===== src/rtl/sdram_fill_resp.sv =====
// sdram_fill_resp: splits a data-memory block fill into row-bounded SDRAM read bursts and writes each returned byte into DM.
// Optional feature macro FILL_CHECKSUM_EN adds csum, the XOR of every byte written during the current fill.
module sdram_fill_resp #(
  parameter int ROW_LEN  = 512,
  parameter int DM_DEPTH = 65536
) (
  input  logic        ref_clk,
  input  logic        rst,
  input  logic        request,
  input  logic [24:0] start_addr,
  input  logic [24:0] length,
  output logic        granted,
  output logic        busy,
  output logic [15:0] row_length,
  output logic [7:0]  sd_data,
  output logic [15:0] sd_addr,
  output logic        sd_R_nW,
  output logic        err,
  output logic        rd_req,
  output logic [24:0] rd_addr,
  output logic [15:0] rd_len,
  input  logic        rd_ack,
  input  logic        rd_valid,
  input  logic [7:0]  rd_data
`ifdef FILL_CHECKSUM_EN
  ,
  output logic [7:0]  csum
`endif
);

  typedef enum logic [2:0] {IDLE, GRANT, ISSUE, STREAM, DONE} state_t;

  localparam logic [24:0] DEPTH    = 25'(DM_DEPTH);
  localparam logic [24:0] ROW_MASK = 25'(ROW_LEN - 1);
  localparam logic [16:0] ROW_SIZE = 17'(ROW_LEN);

  state_t      state;
  logic [24:0] addr;
  logic [24:0] rem;
  logic [15:0] ptr;
  logic [15:0] beats;

  assign row_length = 16'(ROW_LEN);

  // A burst never crosses an SDRAM row; room is at most ROW_LEN so 17 bits suffice.
  function automatic logic [15:0] burst_len(input logic [24:0] a, input logic [24:0] r);
    logic [16:0] room;
    room = ROW_SIZE - 17'(a & ROW_MASK);
    if (r < {8'd0, room}) return r[15:0];
    return room[15:0];
  endfunction

  always_ff @(posedge ref_clk or posedge rst) begin
    if (rst) begin
      state   <= IDLE;
      granted <= 1'b0;
      busy    <= 1'b0;
      sd_R_nW <= 1'b1;
      sd_data <= 8'd0;
      sd_addr <= 16'd0;
      rd_req  <= 1'b0;
      rd_addr <= 25'd0;
      rd_len  <= 16'd0;
      err     <= 1'b0;
      addr    <= 25'd0;
      rem     <= 25'd0;
      ptr     <= 16'd0;
      beats   <= 16'd0;
    end else begin
      granted <= 1'b0;
      sd_R_nW <= 1'b1;
      case (state)
        IDLE: begin
          if (request) begin
            addr    <= start_addr;
            rem     <= (length > DEPTH) ? DEPTH : length;
            err     <= (length > DEPTH);
            granted <= 1'b1;
            busy    <= 1'b1;
            ptr     <= 16'd0;
            state   <= GRANT;
          end
        end
        GRANT: begin
          if (rem == 25'd0) begin
            state <= DONE;
          end else begin
            rd_req  <= 1'b1;
            rd_addr <= addr;
            rd_len  <= burst_len(addr, rem);
            state   <= ISSUE;
          end
        end
        ISSUE: begin
          if (rd_ack) begin
            rd_req <= 1'b0;
            beats  <= rd_len;
            state  <= STREAM;
          end
        end
        // The next burst is set up from the post-increment address and count so it is ready the cycle ISSUE starts.
        STREAM: begin
          if (rd_valid) begin
            sd_R_nW <= 1'b0;
            sd_data <= rd_data;
            sd_addr <= ptr;
            ptr     <= ptr + 16'd1;
            addr    <= addr + 25'd1;
            rem     <= rem - 25'd1;
            beats   <= beats - 16'd1;
            if (beats == 16'd1) begin
              if (rem != 25'd1) begin
                rd_req  <= 1'b1;
                rd_addr <= addr + 25'd1;
                rd_len  <= burst_len(addr + 25'd1, rem - 25'd1);
                state   <= ISSUE;
              end else begin
                state <= DONE;
              end
            end
          end
        end
        DONE: begin
          busy  <= 1'b0;
          state <= IDLE;
        end
        default: state <= IDLE;
      endcase
    end
  end

`ifdef FILL_CHECKSUM_EN
  always_ff @(posedge ref_clk or posedge rst) begin
    if (rst) begin
      csum <= 8'd0;
    end else if (state == GRANT) begin
      csum <= 8'd0;
    end else if (state == STREAM && rd_valid) begin
      csum <= csum ^ rd_data;
    end
  end
`endif

endmodule


===== config.mk =====
export PLATFORM = sky130hd
export DESIGN_NAME = sdram_fill_resp
export DESIGN_NICKNAME = d
export VERILOG_FILES = /design/src/rtl/sdram_fill_resp.sv
export SDC_FILE = /design/constraint.sdc
export NUM_CORES = 1
export LEC_CHECK = 0
export CORE_AREA = 2 2 132 134
export CTS_BUF_LIST = sky130_fd_sc_hd__clkbuf_2
export CTS_CLUSTER_SIZE = 40
export DETAILED_ROUTE_END_ITERATION = 16
export DIE_AREA = 0 0 134 136
export PLACE_DENSITY_LB_ADDON = 0.05
export SYNTH_ARGS = -nofsm -noshare
export SYNTH_HDL_FRONTEND = slang
export SYNTH_SLANG_ARGS = --single-unit

===== constraint.sdc =====
create_clock -name ref_clk -period 8.6 [get_ports ref_clk]
set_input_delay 1.72 -clock ref_clk [delete_from_list [all_inputs] [get_ports ref_clk]]
set_output_delay 1.72 -clock ref_clk [all_outputs]
set_load 0.05 [all_outputs]

==> qor.yml, run 1 <==
pwr:
  p_comb_frac: 0.555
  power_frac_clock: 0.100
  internal_power_w: 0.00184
  ir_drop_mv: 0.196
  power_switching_w: 0.00203
  p_leak_nw: 4.69
  p_per_area_mw_per_mm2: 356
  pwr-share-seq: 0.345
  switching_share: 0.525
global_routing:
  grt.overflow.total: 0
  grt_max_degree: 83
  grt_pass1_vias: 7819
  antenna_found_initial: 1
  grt_usage: 0.275
  grt_pass1_wl_um: 40100
yosys:
  synth_area_mm2: 0.00936
  synth.avg_cell_area_um2: 8.29
  synthCells: 1129
  synth_top_area_cell: "dfrtp_1"
  yosysWarningCount: 0
  synth.area.top_cells: "dfrtp_1 (41%), nand2_1 (6.8%), o21ai_0 (6.3%), a21oi_1 (5.0%), nor2_1 (4.0%)"
  synth_edf_count: 0
  synth_ff_type: "dfrtp_1"
  async_flop_share: 1.00
  ys_ff_latch: 155
  ys_seq_area_frac: 0.414
  yosysTopAreaCellShare: 0.412
  synth_cell_type_count: 75
die:
  die_x_um: 134
  rows: 48
  coreArea_mm2: 0.0169
  fp.dieH_um: 136
  pin_count: 149
  dieArea_mm2: 0.0182
  initial_core_util: 0.555
sta:
  rsz0062_at_grt: "false"
  maxSlewViolCount: 0
  tightest_slew_ns: 1.19
  hold_viol: 0
  setup-violations-final: 0
  period_share: 0.543
  finClkSkew_ns: 0.0454
  fin_crit_ns: 4.67
  slew_headroom: 0.206
  fmaxAchievable_mhz: 214
  tns_ns: 0
clock_tree:
  path_clk_slew_ns: 0.24
  post_cts.repair.setup_buffers: 0
  cts_tree: "built"
  root_buffer: "clkbuf_2"
  h-tree-depth: 4
  cts-buffers-inserted: 17
  cts_resized: 0
  cts_buffer_depth: 2
  clock-sinks: 155
  clock_latency_ns: 0.77
  cts_hold_buf: 0
final_layout:
  final_common_cell: "nand2_1"
  fin_nets: 1299
  final_cell_mix: "nand2_1 (169), dfrtp_1 (154), clkdlybuf4s50_1 (132)"
  syn_to_final_growth_pct: 16.1
  drive_gt1_frac: 0.0572
  finalNonFillerCells: 1449
  final_util: 0.644
setup_path:
  critPathSlowestCell: "dfrtp_1"
  cp-start-kind: "register"
  cp-endpoint: "rd_len[1]"
  crit_start: "addr[0]"
  cp.buffers_inverters: 3
  worst_setup_path_end_kind: "register"
  max_stage_delay_ns: 0.62
  timing.rr.start: "addr[0]"
  worst-endpoint-required_ns: 9.26
  reg2reg_setup_slack_ns: 3.93
  setup.worst_path.class: "reg2reg"
  cp.depth: 16
  crit_chain: "inv_1, ha_1, nor3_1, mux2_2, a32o_1, xnor2_1, inv_1, ha_1, and4_1, a21oi_1, o21ai_0, o21ai_0, o2111ai_1, buf_4, mux2i_1, a221o_1"
  crit_fanout: 10
  arrival_ns: 5.33
  cp_top_family: "compound AO/OA/AOI/OAI gates"
  reg2reg_depth: 16
  timing.rr.end: "rd_len[1]"
routing:
  detail_route.wl_per_cell_um: 17.0
  via_per_inst: 5.92
  routed_wirelength_um: 24700
  drt_iter0_drc: 843
  ant_nets: 0
  vias: 8581
  drtPass1Iterations: 6
  post-route-drc-count: 0
place:
  dp.cells: 1416
  portBuffers: 132
  dpl.hpwl_um: 17000
  gp_congestion: 0.936
status:
  status: "complete, no violations"
worst_hold_path:
  hold_path_class: "reg2reg"
run:
  max-cap-violations: 0
kinds of logic after synthesis:
logic type | Yosys count | synth area share
fa+ha+maj | 26 | 0.0347
simple gates | 444 | 0.224
other cells | 2 | 0.000802
buf+inv | 122 | 0.0595
xor+xnor | 57 | 0.0533
mux | 22 | 0.0249
flops | 155 | 0.414
compound gates | 301 | 0.188
layer usage:
layer | GRT usage | vias to the layer above | wire, µm
li1 | - | 4137 | -
met1 | 0.384 | 4069 | 11100
met2 | 0.431 | 328 | 11300
met3 | 0.0563 | 47 | 1800
met4 | 0.0863 | 0 | 475
met5 | 0 | - | 0
flip-flops by register name, indices dropped and copies added, names as in the netlist:
register  count
addr         25
rd_addr      25
rem          25
beats        16
ptr          16
rd_len       16
sd_addr      16
sd_data       8
state         3
busy          1
err           1
granted       1
rd_req        1
sd_R_nW       1
synth_stat cells (all sizes together) (3+ instances only):
cell type    n
o31ai        7
mux2i       12
ha          26
or3          6
nand2b       3
nor2       100
buf         37
xor2        31
nand3       44
a21o         4
o21a         3
a221o        3
or4          5
o22ai       12
o211ai      10
mux2        10
nor3b        4
nand2      170
a22o         5
and3        22
clkbuf      55
and2        12
dfrtp      154
nor4b        5
a22oi        5
nor2b        3
inv         30
nor3        27
nand4       16
xnor2       26
a31oi       11
o21ai      119
a21oi       93
nor4        21
stage by stage:
stage          total power [W]  area (µm²)  hold slack (ns)  worst slack, ns
2_1_floorplan          0.00287        9420            0.459             2.70
3_3_place_gp           0.00342       10700            0.459             3.85
3_5_place_dp           0.00347       10700            0.462             3.68
4_1_cts                0.00386       10900            0.514             3.99
5_1_grt                0.00416       10900            0.547             3.69
6_report               0.00387       10900            0.508             3.93
worst min-delay path: stages, from the launching register on:
cell,delay (ns)
dfrtp_1,0.40
nand2_1,0.05
nand2_1,0.05
area by class of cell:
type / count / area [µm²]
fillers: 1552 / 6010
multi-input cells: 866 / 4990
flip-flops and latches: 155 / 3880
repair buffers: 140 / 1380
well taps: 225 / 282
clock inverters: 15 / 131
inverters: 30 / 118
clock buffers: 17 / 85.1
diodes: 1 / 2.50
worst min-delay path by stage:
| stage | from | end | cells after the start | slack [ns] |
|---|---|---|---|---|
| after floorplan | ptr[15] | sd_addr[15] | 2 | 0.46 |
| after global placement | sd_data[3] | sd_data[3] | 2 | 0.46 |
| after detailed placement | sd_data[1] | sd_data[1] | 2 | 0.46 |
| after CTS | sd_data[1] | sd_data[1] | 2 | 0.51 |
| after global routing | rd_addr[13] | rd_addr[13] | 2 | 0.55 |
| final | sd_data[1] | sd_data[1] | 2 | 0.51 |
power by group through the flow:
stage	combinational (W)	clock [W]	sequential [W]
after floorplan	0.00131	0	0.00155
after CTS	0.00214	0.000400	0.00133
after global placement	0.00209	0	0.00134
after detailed placement	0.00213	0	0.00134
final	0.00215	0.000388	0.00133
after global routing	0.00236	0.000424	0.00138
No activity file was read; power rests on OpenSTA's default activity.
==> inputs of run 2 (changes only) <==
--- a/config.mk
+++ b/config.mk
@@ -5,11 +5,11 @@
 export SDC_FILE = /design/constraint.sdc
 export NUM_CORES = 1
 export LEC_CHECK = 0
-export CORE_AREA = 2 2 132 134
+export CORE_AREA = 2 2 139 141
 export CTS_BUF_LIST = sky130_fd_sc_hd__clkbuf_2
 export CTS_CLUSTER_SIZE = 40
 export DETAILED_ROUTE_END_ITERATION = 16
-export DIE_AREA = 0 0 134 136
+export DIE_AREA = 0 0 141 143
 export PLACE_DENSITY_LB_ADDON = 0.05
 export SYNTH_ARGS = -nofsm -noshare
 export SYNTH_HDL_FRONTEND = slang
==> constraint.sdc (replaced) <==
create_clock -name ref_clk -period 3.9 [get_ports ref_clk]
set_input_delay 0.78 -clock ref_clk [delete_from_list [all_inputs] [get_ports ref_clk]]
set_output_delay 0.78 -clock ref_clk [all_outputs]
set_load 0.05 [all_outputs]
==> qor.yml, run 2 (synthesis results as in run 1) <==
worst_hold_path:
  hold_path_class: "in2async"
die:
  die_x_um: 141  # +5.2%
  pin_count: 149  # unchanged
  fp.dieH_um: 143  # +5.1%
  coreArea_mm2: 0.0186  # +10%
  rows: 50  # +4.2%
  initial_core_util: 0.504  # -0.0509
  dieArea_mm2: 0.0202  # +11%
clock_tree:
  cts_buffer_depth: 2  # unchanged
  cts_tree: "built"
  root_buffer: "clkbuf_2"
  path_clk_slew_ns: 0.27  # +0.03 ns
  clock_latency_ns: 0.77  # about the same
  h-tree-depth: 4  # unchanged
  cts-buffers-inserted: 17  # unchanged
  clock-sinks: 155  # unchanged
  cts_hold_buf: 0  # unchanged
pwr:
  p_leak_nw: 4.92  # +4.7%
  p_per_area_mw_per_mm2: 794  # +120%
  ir_drop_mv: 0.387  # +97%
setup_path:
  timing.rr.start: "addr[0]"
  worst-endpoint-required_ns: 4.59  # -4.67 ns
  reg2reg_depth: 15  # -1
  worst_setup_path_end_kind: "register"
  reg2reg_setup_slack_ns: 0.22  # -3.71 ns
  timing.rr.end: "rd_len[1]"
  arrival_ns: 4.37  # -0.96 ns
  setup.worst_path.class: "reg2reg"
  crit_fanout: 7  # -3
  critPathSlowestCell: "dfrtp_2"
  crit_chain: "buf_4, and3_1, nor3_1, a32o_1, and2_1, nand3_1, ha_1, nor4_2, nand2_1, a221o_1, a2111oi_2, o2111ai_2, buf_4, mux2i_1, a221o_1"
  max_stage_delay_ns: 0.50  # -0.12 ns
  cp-start-kind: "register"
place:
  portBuffers: 132  # unchanged
  dpl.hpwl_um: 17900  # +5.7%
  dp.cells: 1456  # +2.8%
  gp_congestion: 0.931  # -0.53%
sta:
  whs_ns: 0.421  # -0.0871 ns
  slew_headroom: 0.455  # +0.249
  finClkSkew_ns: 0.0315  # -0.0138 ns
  fin_crit_ns: 3.68  # -0.992 ns
  rsz0062_at_grt: "false"
  fmaxAchievable_mhz: 272  # +27%
  tns_ns: 0  # unchanged
  setup-violations-final: 0  # unchanged
  hold_viol: 0  # unchanged
  tightest_slew_ns: 0.810  # -0.379 ns
  period_share: 0.943  # +0.400
  maxSlewViolCount: 0  # unchanged
global_routing:
  antenna_found_initial: 1  # unchanged
  grt_usage: 0.258  # -0.0165
  grt_max_degree: 71  # -14%
  grt_pass1_vias: 8112  # +3.7%
  grt.overflow.total: 0  # unchanged
  grt_pass1_wl_um: 41800  # +4.3%
routing:
  vias: 8610  # +0.34%
  ant_nets: 0  # unchanged
  post-route-drc-count: 0  # unchanged
  drtPass1Iterations: 5  # -1
  drt_iter0_drc: 586  # -30%
  routed_wirelength_um: 25500  # +3.4%
  detail_route.wl_per_cell_um: 17.1  # +0.28%
  via_per_inst: 5.76  # -2.7%
final_layout:
  fin_nets: 1334  # +2.7%
  final_util: 0.609  # -0.0353
  reg_top3: "addr (25), rd_addr (25), rem (25)"
  final_common_cell: "nand2_1"
  drive_gt1_frac: 0.0922  # +0.0350
  syn_to_final_growth_pct: 20.8
  final_cell_mix: "nand2_1 (169), dfrtp_1 (153), clkdlybuf4s50_1 (132)"
  finalNonFillerCells: 1494  # +3.1%
run:
  max-cap-violations: 0  # unchanged
status:
  status: "complete, no violations"
-- run 2: metal layers --
metal,global-route usage,vias up,wire [µm]
met5,0,-,0
li1,-,4198,-
met4,0.0926,0,624
met2,0.408,282,11600
met3,0.0443,44,1410
met1,0.359,4086,11800
-- run 2: final cells by class --
class,instances,area [µm²]
diodes,2,5.00
clock buffers,17,85.1
clock inverters,15,169
fillers,1717,7270
inverters,30,116
multi-input cells,866,5050
flip-flops and latches,155,3880
well taps,234,293
repair buffers,175,1710
-- run 2: worst max-delay path, delay by kind of cell (launching register included) --
family | cells | cell delay (ns)
and+or+nand+nor | 6 | 0.98
buffers and inverters | 2 | 0.37
AOI/OAI and AO/OA | 5 | 1.43
DFF | 1 | 0.50
muxes | 1 | 0.10
adders and majority gates | 1 | 0.25
-- run 2: worst max-delay path by stage --
stage	from	to	slack [ns]	cells after the start
6_report	addr[0]	rd_len[1]	0.22	15
4_1_cts	addr[0]	rd_len[4]	0.02	16
3_5_place_dp	addr[0]	rd_len[4]	0.02	16
2_1_floorplan	addr[0]	rd_len[1]	0.15	17
3_3_place_gp	addr[0]	rd_len[7]	0.18	16
5_1_grt	addr[2]	rd_len[1]	0.006	15
-- run 2: power by group --
group	internal (W)	switching, W
registers	0.00216	0.000671
logic	0.00193	0.00324
clock network	0.000268	0.000701
-- run 2: through the flow --
| step | setup WS [ns] | total power [W] | cell area [µm²] |
|---|---|---|---|
| after detailed placement | 0.0214 | 0.00793 | 11000 |
| after floorplan | 0.151 | 0.00632 | 9420 |
| final | 0.223 | 0.00898 | 11300 |
| after CTS | 0.0198 | 0.00890 | 11200 |
| after global placement | 0.178 | 0.00787 | 11000 |
| after global routing | 0.00633 | 0.00968 | 11300 |
-- run 2: what timing repair did --
action	in CTS	in global routing
setup buffers	0	4
hold endpoints to repair	0	0
resized for setup	1	12
endpoints found under the setup margin	5	10
pin swaps	0	3
